### config.mk
export PLATFORM = sky130hd
export DESIGN_NAME = ir_track_emulator
export DESIGN_NICKNAME = d
export VERILOG_FILES = /design/src/rtl/ir_track_emulator_pkg.sv /design/src/rtl/ir_track_emulator_bounce_gen.sv /design/src/rtl/ir_track_emulator.sv
export SDC_FILE = /design/constraint.sdc
export NUM_CORES = 1
export LEC_CHECK = 0
export CORE_MARGIN = 1
export CORE_UTILIZATION = 51
export CTS_CLUSTER_DIAMETER = 40
export DETAILED_ROUTE_END_ITERATION = 10
export PLACE_DENSITY = 0.76
export SLEW_MARGIN = 40
export SYNTH_ARGS = -nofsm -noshare
export SYNTH_HDL_FRONTEND = slang
export SYNTH_HIERARCHICAL = 1
export SYNTH_SLANG_ARGS = --single-unit
export TNS_END_PERCENT = 30
### constraint.sdc
create_clock -name CLK -period 2.3 [get_ports CLK]
set_clock_uncertainty 0.15 [all_clocks]
set_input_delay 0.46 -clock CLK [delete_from_list [all_inputs] [get_ports CLK]]
set_output_delay 0.46 -clock CLK [all_outputs]
set_load 0.005 [all_outputs]
### src/rtl/ir_track_emulator_pkg.sv
// Shared definitions for the IR track emulator and its direction-test controller.
// Holds direction encodings, default track geometry and the bounce FSM states.
package ir_track_emulator_pkg;

  localparam logic FW = 1'b1;
  localparam logic BW = 1'b0;

  localparam int DEF_POS_W    = 10;
  localparam int DEF_POS_MAX  = 1000;
  localparam int DEF_HOME_POS = 0;
  localparam int DEF_P1       = 200;
  localparam int DEF_P2       = 250;
  localparam int DEF_P3       = 300;
  localparam int DEF_LEN      = 160;

  typedef enum logic {IDLE, GLITCH} bounce_state_e;

endpackage

### src/rtl/ir_track_emulator_bounce_gen.sv
// Per-sensor output stage: follows the ideal beam level one cycle late and,
// on every change, emits BOUNCE_N old/new glitch pairs before settling.
module ir_bounce_gen
  import ir_track_emulator_pkg::*;
#(
  parameter int BOUNCE_N = 0
) (
  input  logic CLK,
  input  logic RSTn,
  input  logic ideal,
  output logic ir
);

  localparam int CNT_W = $clog2(2 * BOUNCE_N + 2);
  localparam logic [CNT_W-1:0] GLITCHES = CNT_W'(2 * BOUNCE_N);
  localparam logic [CNT_W-1:0] ONE      = CNT_W'(1);

  bounce_state_e state, state_next;
  logic level, level_next;
  logic ir_next;
  logic [CNT_W-1:0] cnt, cnt_next;

  always_ff @(posedge CLK or negedge RSTn) begin
    if (!RSTn) begin
      state <= IDLE;
      level <= 1'b1;
      ir    <= 1'b1;
      cnt   <= '0;
    end else begin
      state <= state_next;
      level <= level_next;
      ir    <= ir_next;
      cnt   <= cnt_next;
    end
  end

  // A fresh ideal change always wins, restarting the glitch train toward it.
  always_comb begin
    state_next = state;
    level_next = level;
    ir_next    = ir;
    cnt_next   = cnt;
    if (ideal != level) begin
      level_next = ideal;
      ir_next    = ideal;
      cnt_next   = GLITCHES;
      state_next = (BOUNCE_N > 0) ? GLITCH : IDLE;
    end else if (state == GLITCH) begin
      ir_next  = ~ir;
      cnt_next = cnt - ONE;
      if (cnt == ONE) begin
        state_next = IDLE;
      end
    end
  end

endmodule

### src/rtl/ir_track_emulator.sv
// Plant model of the motor carriage and its three IR break-beam sensors:
// steps a virtual carriage from en/dir and drives IR1..IR3 from track geometry.
module ir_track_emulator
  import ir_track_emulator_pkg::*;
#(
  parameter int POS_W    = DEF_POS_W,
  parameter int POS_MAX  = DEF_POS_MAX,
  parameter int HOME_POS = DEF_HOME_POS,
  parameter int P1       = DEF_P1,
  parameter int P2       = DEF_P2,
  parameter int P3       = DEF_P3,
  parameter int LEN      = DEF_LEN,
  parameter int STEP_DIV = 4,
  parameter int BOUNCE_N = 0
) (
  input  logic             CLK,
  input  logic             RSTn,
  input  logic             en,
  input  logic             dir,
  output logic             IR1,
  output logic             IR2,
  output logic             IR3,
  output logic [POS_W-1:0] pos,
  output logic             step,
  output logic             stall
);

  if (!(P1 < P2 && P2 < P3 && P3 <= POS_MAX)) begin : g_bad_order
    $error("ir_track_emulator: beam positions out of order");
  end
  if (!(LEN > P3 - P1)) begin : g_bad_len
    $error("ir_track_emulator: carriage shorter than beam span");
  end
  if (!(HOME_POS + LEN - 1 < P1)) begin : g_bad_home
    $error("ir_track_emulator: home position already blocks IR1");
  end
  if (STEP_DIV < 1) begin : g_bad_div
    $error("ir_track_emulator: STEP_DIV must be at least 1");
  end

  localparam int PRE_W = (STEP_DIV > 1) ? $clog2(STEP_DIV) : 1;
  localparam logic [PRE_W-1:0] PRE_LAST = PRE_W'(STEP_DIV - 1);
  localparam logic [PRE_W-1:0] PRE_ONE  = PRE_W'(1);
  localparam logic [POS_W-1:0] POS_TOP  = POS_W'(POS_MAX);
  localparam logic [POS_W-1:0] POS_HOME = POS_W'(HOME_POS);
  localparam logic [POS_W-1:0] POS_ONE  = POS_W'(1);
  localparam int EXT_W = POS_W + 1;

  logic [PRE_W-1:0] presc;
  logic run;

  // run is en delayed one cycle, so a step already due still completes when en drops.
  always_ff @(posedge CLK or negedge RSTn) begin
    if (!RSTn) begin
      presc <= '0;
      run   <= 1'b0;
    end else begin
      run <= en;
      if (!en || presc == PRE_LAST) begin
        presc <= '0;
      end else begin
        presc <= presc + PRE_ONE;
      end
    end
  end

  assign step = run && (presc == PRE_LAST);

  always_ff @(posedge CLK or negedge RSTn) begin
    if (!RSTn) begin
      pos   <= POS_HOME;
      stall <= 1'b0;
    end else begin
      if (step) begin
        if (dir == FW && pos < POS_TOP) begin
          pos   <= pos + POS_ONE;
          stall <= 1'b0;
        end else if (dir == BW && pos != '0) begin
          pos   <= pos - POS_ONE;
          stall <= 1'b0;
        end else begin
          stall <= 1'b1;
        end
      end
      if (!en) begin
        stall <= 1'b0;
      end
    end
  end

  // Carriage span is compared one bit wider so pos+LEN-1 cannot wrap.
  logic [EXT_W-1:0] span_lo, span_hi;
  logic [2:0] ideal;
  logic [2:0] ir_bus;

  assign span_lo  = {1'b0, pos};
  assign span_hi  = span_lo + EXT_W'(LEN - 1);
  assign ideal[0] = !((span_lo <= EXT_W'(P1)) && (EXT_W'(P1) <= span_hi));
  assign ideal[1] = !((span_lo <= EXT_W'(P2)) && (EXT_W'(P2) <= span_hi));
  assign ideal[2] = !((span_lo <= EXT_W'(P3)) && (EXT_W'(P3) <= span_hi));

  for (genvar i = 0; i < 3; i++) begin : g_sensor
    ir_bounce_gen #(.BOUNCE_N(BOUNCE_N)) u_bounce (
      .CLK  (CLK),
      .RSTn (RSTn),
      .ideal(ideal[i]),
      .ir   (ir_bus[i])
    );
  end

  assign IR1 = ir_bus[0];
  assign IR2 = ir_bus[1];
  assign IR3 = ir_bus[2];

endmodule

* Word level (Yosys, flattened, before mapping) *
Cells that the tools add are included.

storage, ports and cells
  logic and storage cells = 84
  input bits = 4
  bits in read-only memories = 0
  output and inout bits = 15
  memory bits (writable) = 0
  bits in latches = 0
  bits in registers = 26
  memories kept = 0

operators by class
  mux-type cells = 28
  multipliers = 0
  shifts and indexed selects = 0
  reductions and logical operators = 17
  divide/modulo/power cells = 0
  $add $sub $neg = 7
  $lt $le $gt $ge = 7
  bitwise operators = 4
  equal/unequal tests = 5

operator list
  kind                   count
  $mux 1                 25
  $le 8x11->1 const A    2
  $le 10x8->1 const B    2
  $mux 10                2
  $add 10x8->11 const B  1
  $le 9x11->1 const A    1
  $add 10x1->10 const B  1
  $le 10x9->1 const B    1
  $lt 10x10->1 const B   1
  $reduce_bool 10->1     1
  $sub 10x1->10 const B  1
  $reduce_bool 2->1      4
  $logic_and 1x1->1      6
  $logic_not 1->1        4
  $not 1->1              4
  $ne 1x1->1             3
  $sub 1x1->1 const B    3
  $add 2x1->2 const B    1
  $eq 2x2->1 const B     1
  $mux 2                 1
  $ne 2x1->1 const B     1
  $reduce_and 2->1       1
  $logic_or 1x1->1       1

* Logic depth before layout (Yosys ltp) *
  word-level depth = 6
  depth in mapped cells = 12
  gate-level depth less buffers = 11

* Modules after synthesis *
Netlist, hierarchy kept.

modules (own cells, without submodules)
  module             area each (µm²)  instances  cells each
  ir_track_emulator  1337.5           1          155
  ir_bounce_gen      163.9            3          12

* Worst setup path before layout *
OpenSTA, ideal clock, no wires.

  path kind = register -> register
  start point = register pos[6]
  end point = register pos[6]
  required time = 2.054 ns
  cell stages (with the launch flop) = 13
  period minus slack after synthesis = 2.636 ns
  path slack = -0.336 ns
  arrival = 2.390 ns
  cells stage by stage = dfrtp_1 buf_4 nand3_1 nor3_1 nand2b_1 inv_1 fa_1 nor2b_1 o21ai_0 a21oi_1 o21a_1 nor3_1 o31ai_1

between the ends
  cells in the longest elaborated chain, start to end = 4

RTL lines
  what                                                line                                              text
  start, declared                                     ir_track_emulator.sv:23                           output logic [POS_W-1:0] pos,
  start signal, assigned                              ir_track_emulator.sv:76                           pos <= pos + POS_ONE;
  start signal, assigned                              ir_track_emulator.sv:79                           pos <= pos - POS_ONE;
  $lt 10x10->1 or $reduce_bool 10->1 (tied branches)  ir_track_emulator.sv:75, ir_track_emulator.sv:78
  $logic_and 1x1->1 (on tied branches)                ir_track_emulator.sv:75, ir_track_emulator.sv:78
  $reduce_bool 2->1 (no line)                         n/a
  $reduce_and 2->1 (no line)                          n/a

Parallel ways exist; a longest one is shown, timed or not. The select of a mux whose other input is x is not followed.
A chain may end at the register's enable or synchronous reset.

* Worst setup path in the final report *
  start point = register pos[3]
  end point = register pos[9]

Same word-level chain as after synthesis.

==> run summary <==
Outcome = finished, violations left
Failing checks = setup timing
Core area = 3390 um2
Worst setup SP type = flip-flop
Post-synthesis cell count = 191
Post-synthesis mux area share = 0%
Vias in the first global route = 1627
Critical Path Sink Type = flip-flop
CTS Buf Count = 3
Hold Path Sink = g_sensor[0].u_bounce/state
Layout Nets = 271
Unrepaired setup endpoints after global routing = true
Post-Synth Simple-Gate Area = 20.79%
Pwr Density = 1510 nW/um2
Port Buffers = 18
Largest net degree at the start of global routing = 27
# diodes = 0
Setup violators final = 12
Initial antenna violation count = 0
Fin Setup TNS = -0.7078 ns
Final ANT Viol Nets = 0
Worst reg2reg setup slack = -0.12 ns
Layout cells sized above 1 = 42.69%
CP required = 2.38 ns
Tightest Pin Transition = 0.4395 ns
Post-Syn Area = 1829 um2
First-pass GRT wire length = 7348 um
Grt ovf = 0
P_leak = 1.175 nW
Hold Path Cell Cnt = 1
I/O pins = 19
FF-to-FF End = pos[9]
Worst-Skew Late Latency = 0.33 ns
Fin. Hold Viols = 0
Final Max Tran Viols = 0
EDFF count, synth = 0
Overall routing resource usage = 26.36%
# DRC = 0
CP arrival = 2.50 ns
Cts hold-fix bufs = 0
Synth Warn # = 6
Core Rows = 21
Crit Reg-Reg Startpoint = pos[3]
Min Tclk post-route = 2.417 ns
CP startpoint = pos[3]
Post-Layout Cell Count = 299
Post-Syn Nets = 208
R2R depth = 10
Fmax = 413.8 MHz
# placed instances = 280
Ys async rst share = 100.0%
DP Wirelength = 3191 um
Crit-path max FO = 5
Starting Density = 53.97%
CTS H-Tree Depth = 1
Synth Area in XOR/XNOR = 10.53%
Clk slew on worst S/H paths = 0.16 ns
Peak supply drop = 774.1 uV
WL final = 4868 um
Synth Area in Adders = 11.15%
Pre-CTS setup slack = -0.3658 ns
Hold path start = g_sensor[0].u_bounce/cnt
Synth Area in Compound Gates = 14.57%
Top_reg_cell synth = dfrtp_1
Largest family of logic cells by synthesized area = simple AND/OR/NAND/NOR gates
Die area = 3830 um2
Die H = 61.89 um
Routability cong. = 0.8882
# Max-Cap Violations = 0
Final Cycle Share = 105.1%
CTS tree = yes
Mapped Avg Cell Area = 9.577 um2
Max-slew headroom = 70.33%
Yosys cell types = 47
Drt first-iter violations = 95
# clock sinks = 26
DR WL/cell = 16.28 um
WS Path Type = flip-flop to flip-flop
Setup WS post-layout = -0.1167 ns
Root buffer cell = clkbuf_4
Min-delay worst type = flip-flop to flip-flop
#FFs+latches synth = 26
Router iterations before antenna repair = 5
Clk buf depth = 2
Register area share after synthesis = 35.98%
Die width = 61.89 um
Vias after detailed routing = 1642
Area Overhead vs Synth = 43.43%
Vias per cell = 5.492
[metrics by stage]
stage               hold slack (ns)  power, mW  area (um2)  util (%)
finish                       0.3315      3.963        2624     77.41
global route                 0.3445      4.229        2624     77.41
CTS                          0.3347      3.395        2402     70.87
detailed placement           0.3153      3.038        2303     67.96
global placement             0.2753      2.938        2303     67.96
floorplan                   0.01441      2.265        1893         -
[critical path, cell delays in order (launching register included)]
cell       delay, ns
dfrtp_1         0.45
nor2_4          0.07
nor3_4          0.22
nand2b_4        0.21
ha_1            0.29
nand3_1         0.13
o2111ai_2       0.18
o22ai_1         0.21
xor2_1          0.19
nor2_1          0.07
xor2_1          0.14
[how the worst max path moves through the flow]
stage                        end  slack (ns)  depth (start not counted)
after CTS                 pos[9]       -0.08                         10
after detailed placement  pos[9]       -0.37                          9
after floorplan           pos[6]       -0.05                         11
final                     pos[9]       -0.12                         10
after global routing      pos[6]       -0.24                         11
after global placement    pos[9]       -0.28                          9
[cell families after synthesis]
kind of cell               Yosys count
and+or+nand+nor                     65
buffers and inverters               21
adders and majority gates           16
DFF                                 26
xor gates and xnor gates            22
AOI/OAI and AO/OA                   41
[layout by cell type, fill, tap and decap left out, types with 3 or more instances in the layout]
cell and count:
nand3_1 7, nand2_2 3, nor3b_2 3, inv_2 3, clkdlybuf4s50_1 18, nand2_1 15
o21ai_1 3, xnor2_1 7, buf_4 42, maj3_2 3, a21oi_1 6, dfrtp_1 19
a21oi_2 6, o211ai_1 3, ha_1 10, inv_1 8, buf_6 7, dfstp_2 6
nor2_1 12, o21ai_0 7, clkbuf_4 3, nand3_2 3, xor2_1 11
[layout make-up]
cell class / instances / area, um2
well taps: 46 / 57.56
repair buffers: 67 / 574.3
clock buffers: 4 / 36.28
flip-flops and latches: 26 / 659.4
multi-input cells: 145 / 1255
fillers: 217 / 765.7
inverters: 11 / 41.29
[repair_timing]
item                                    CTS  global route
resized for setup                         9            30
endpoints found under the setup margin    9            15
pin swaps                                12            22
setup buffers                             3            11
cloned                                    1             0
[report_power, final]
part	internal [mW]	switching, mW	total, mW
clock	0.0968	0.147	0.244
combinational	1.50	1.43	2.94
sequential	0.644	0.139	0.783
total	2.25	1.72	3.96
[Yosys cell counts (2+ instances only)]
library cell  number  area (um2)
buf_6              6       67.56
nand2_1           17       63.81
dfstp_2            6       157.7
nor2_1            14       52.55
xor2_1            13       113.9
o21a_1             2       15.01
a21oi_1           11       55.05
o211ai_1           3       22.52
nor3b_2            4       50.05
nand3_1            9       45.04
maj3_2             3       33.78
inv_1             11       41.29
clkbuf_1           3       11.26
o21ai_0           12       60.06
nand2b_1           2       12.51
xnor2_1            9       78.83
nor3_1             4       20.02
and3b_1            2       17.52
dfrtp_1           20       500.5
ha_1              12       150.1
nor2b_1            2       12.51
[flip-flops by register name (all words and copies together) (netlist names)]
| register | count |
|---|---|
| pos | 10 |
| g_sensor.u_bounce/cnt | 3 |
| g_sensor.u_bounce/ir | 3 |
| g_sensor.u_bounce/level | 3 |
| g_sensor.u_bounce/state | 3 |
| presc | 2 |
| run | 1 |
| stall | 1 |
[layer usage]
| metal | vias up | share of wire [%] | track usage, % |
|---|---|---|---|
| li1 | 784 | - | - |
| met1 | 794 | 41 | 32.47 |
| met2 | 48 | 53 | 47.00 |
| met3 | 16 | 2.9 | 3.313 |
| met4 | 0 | 2.6 | 9.841 |
| met5 | - | 0 | 0 |
Note: power is estimated with default switching activity, not from simulation.
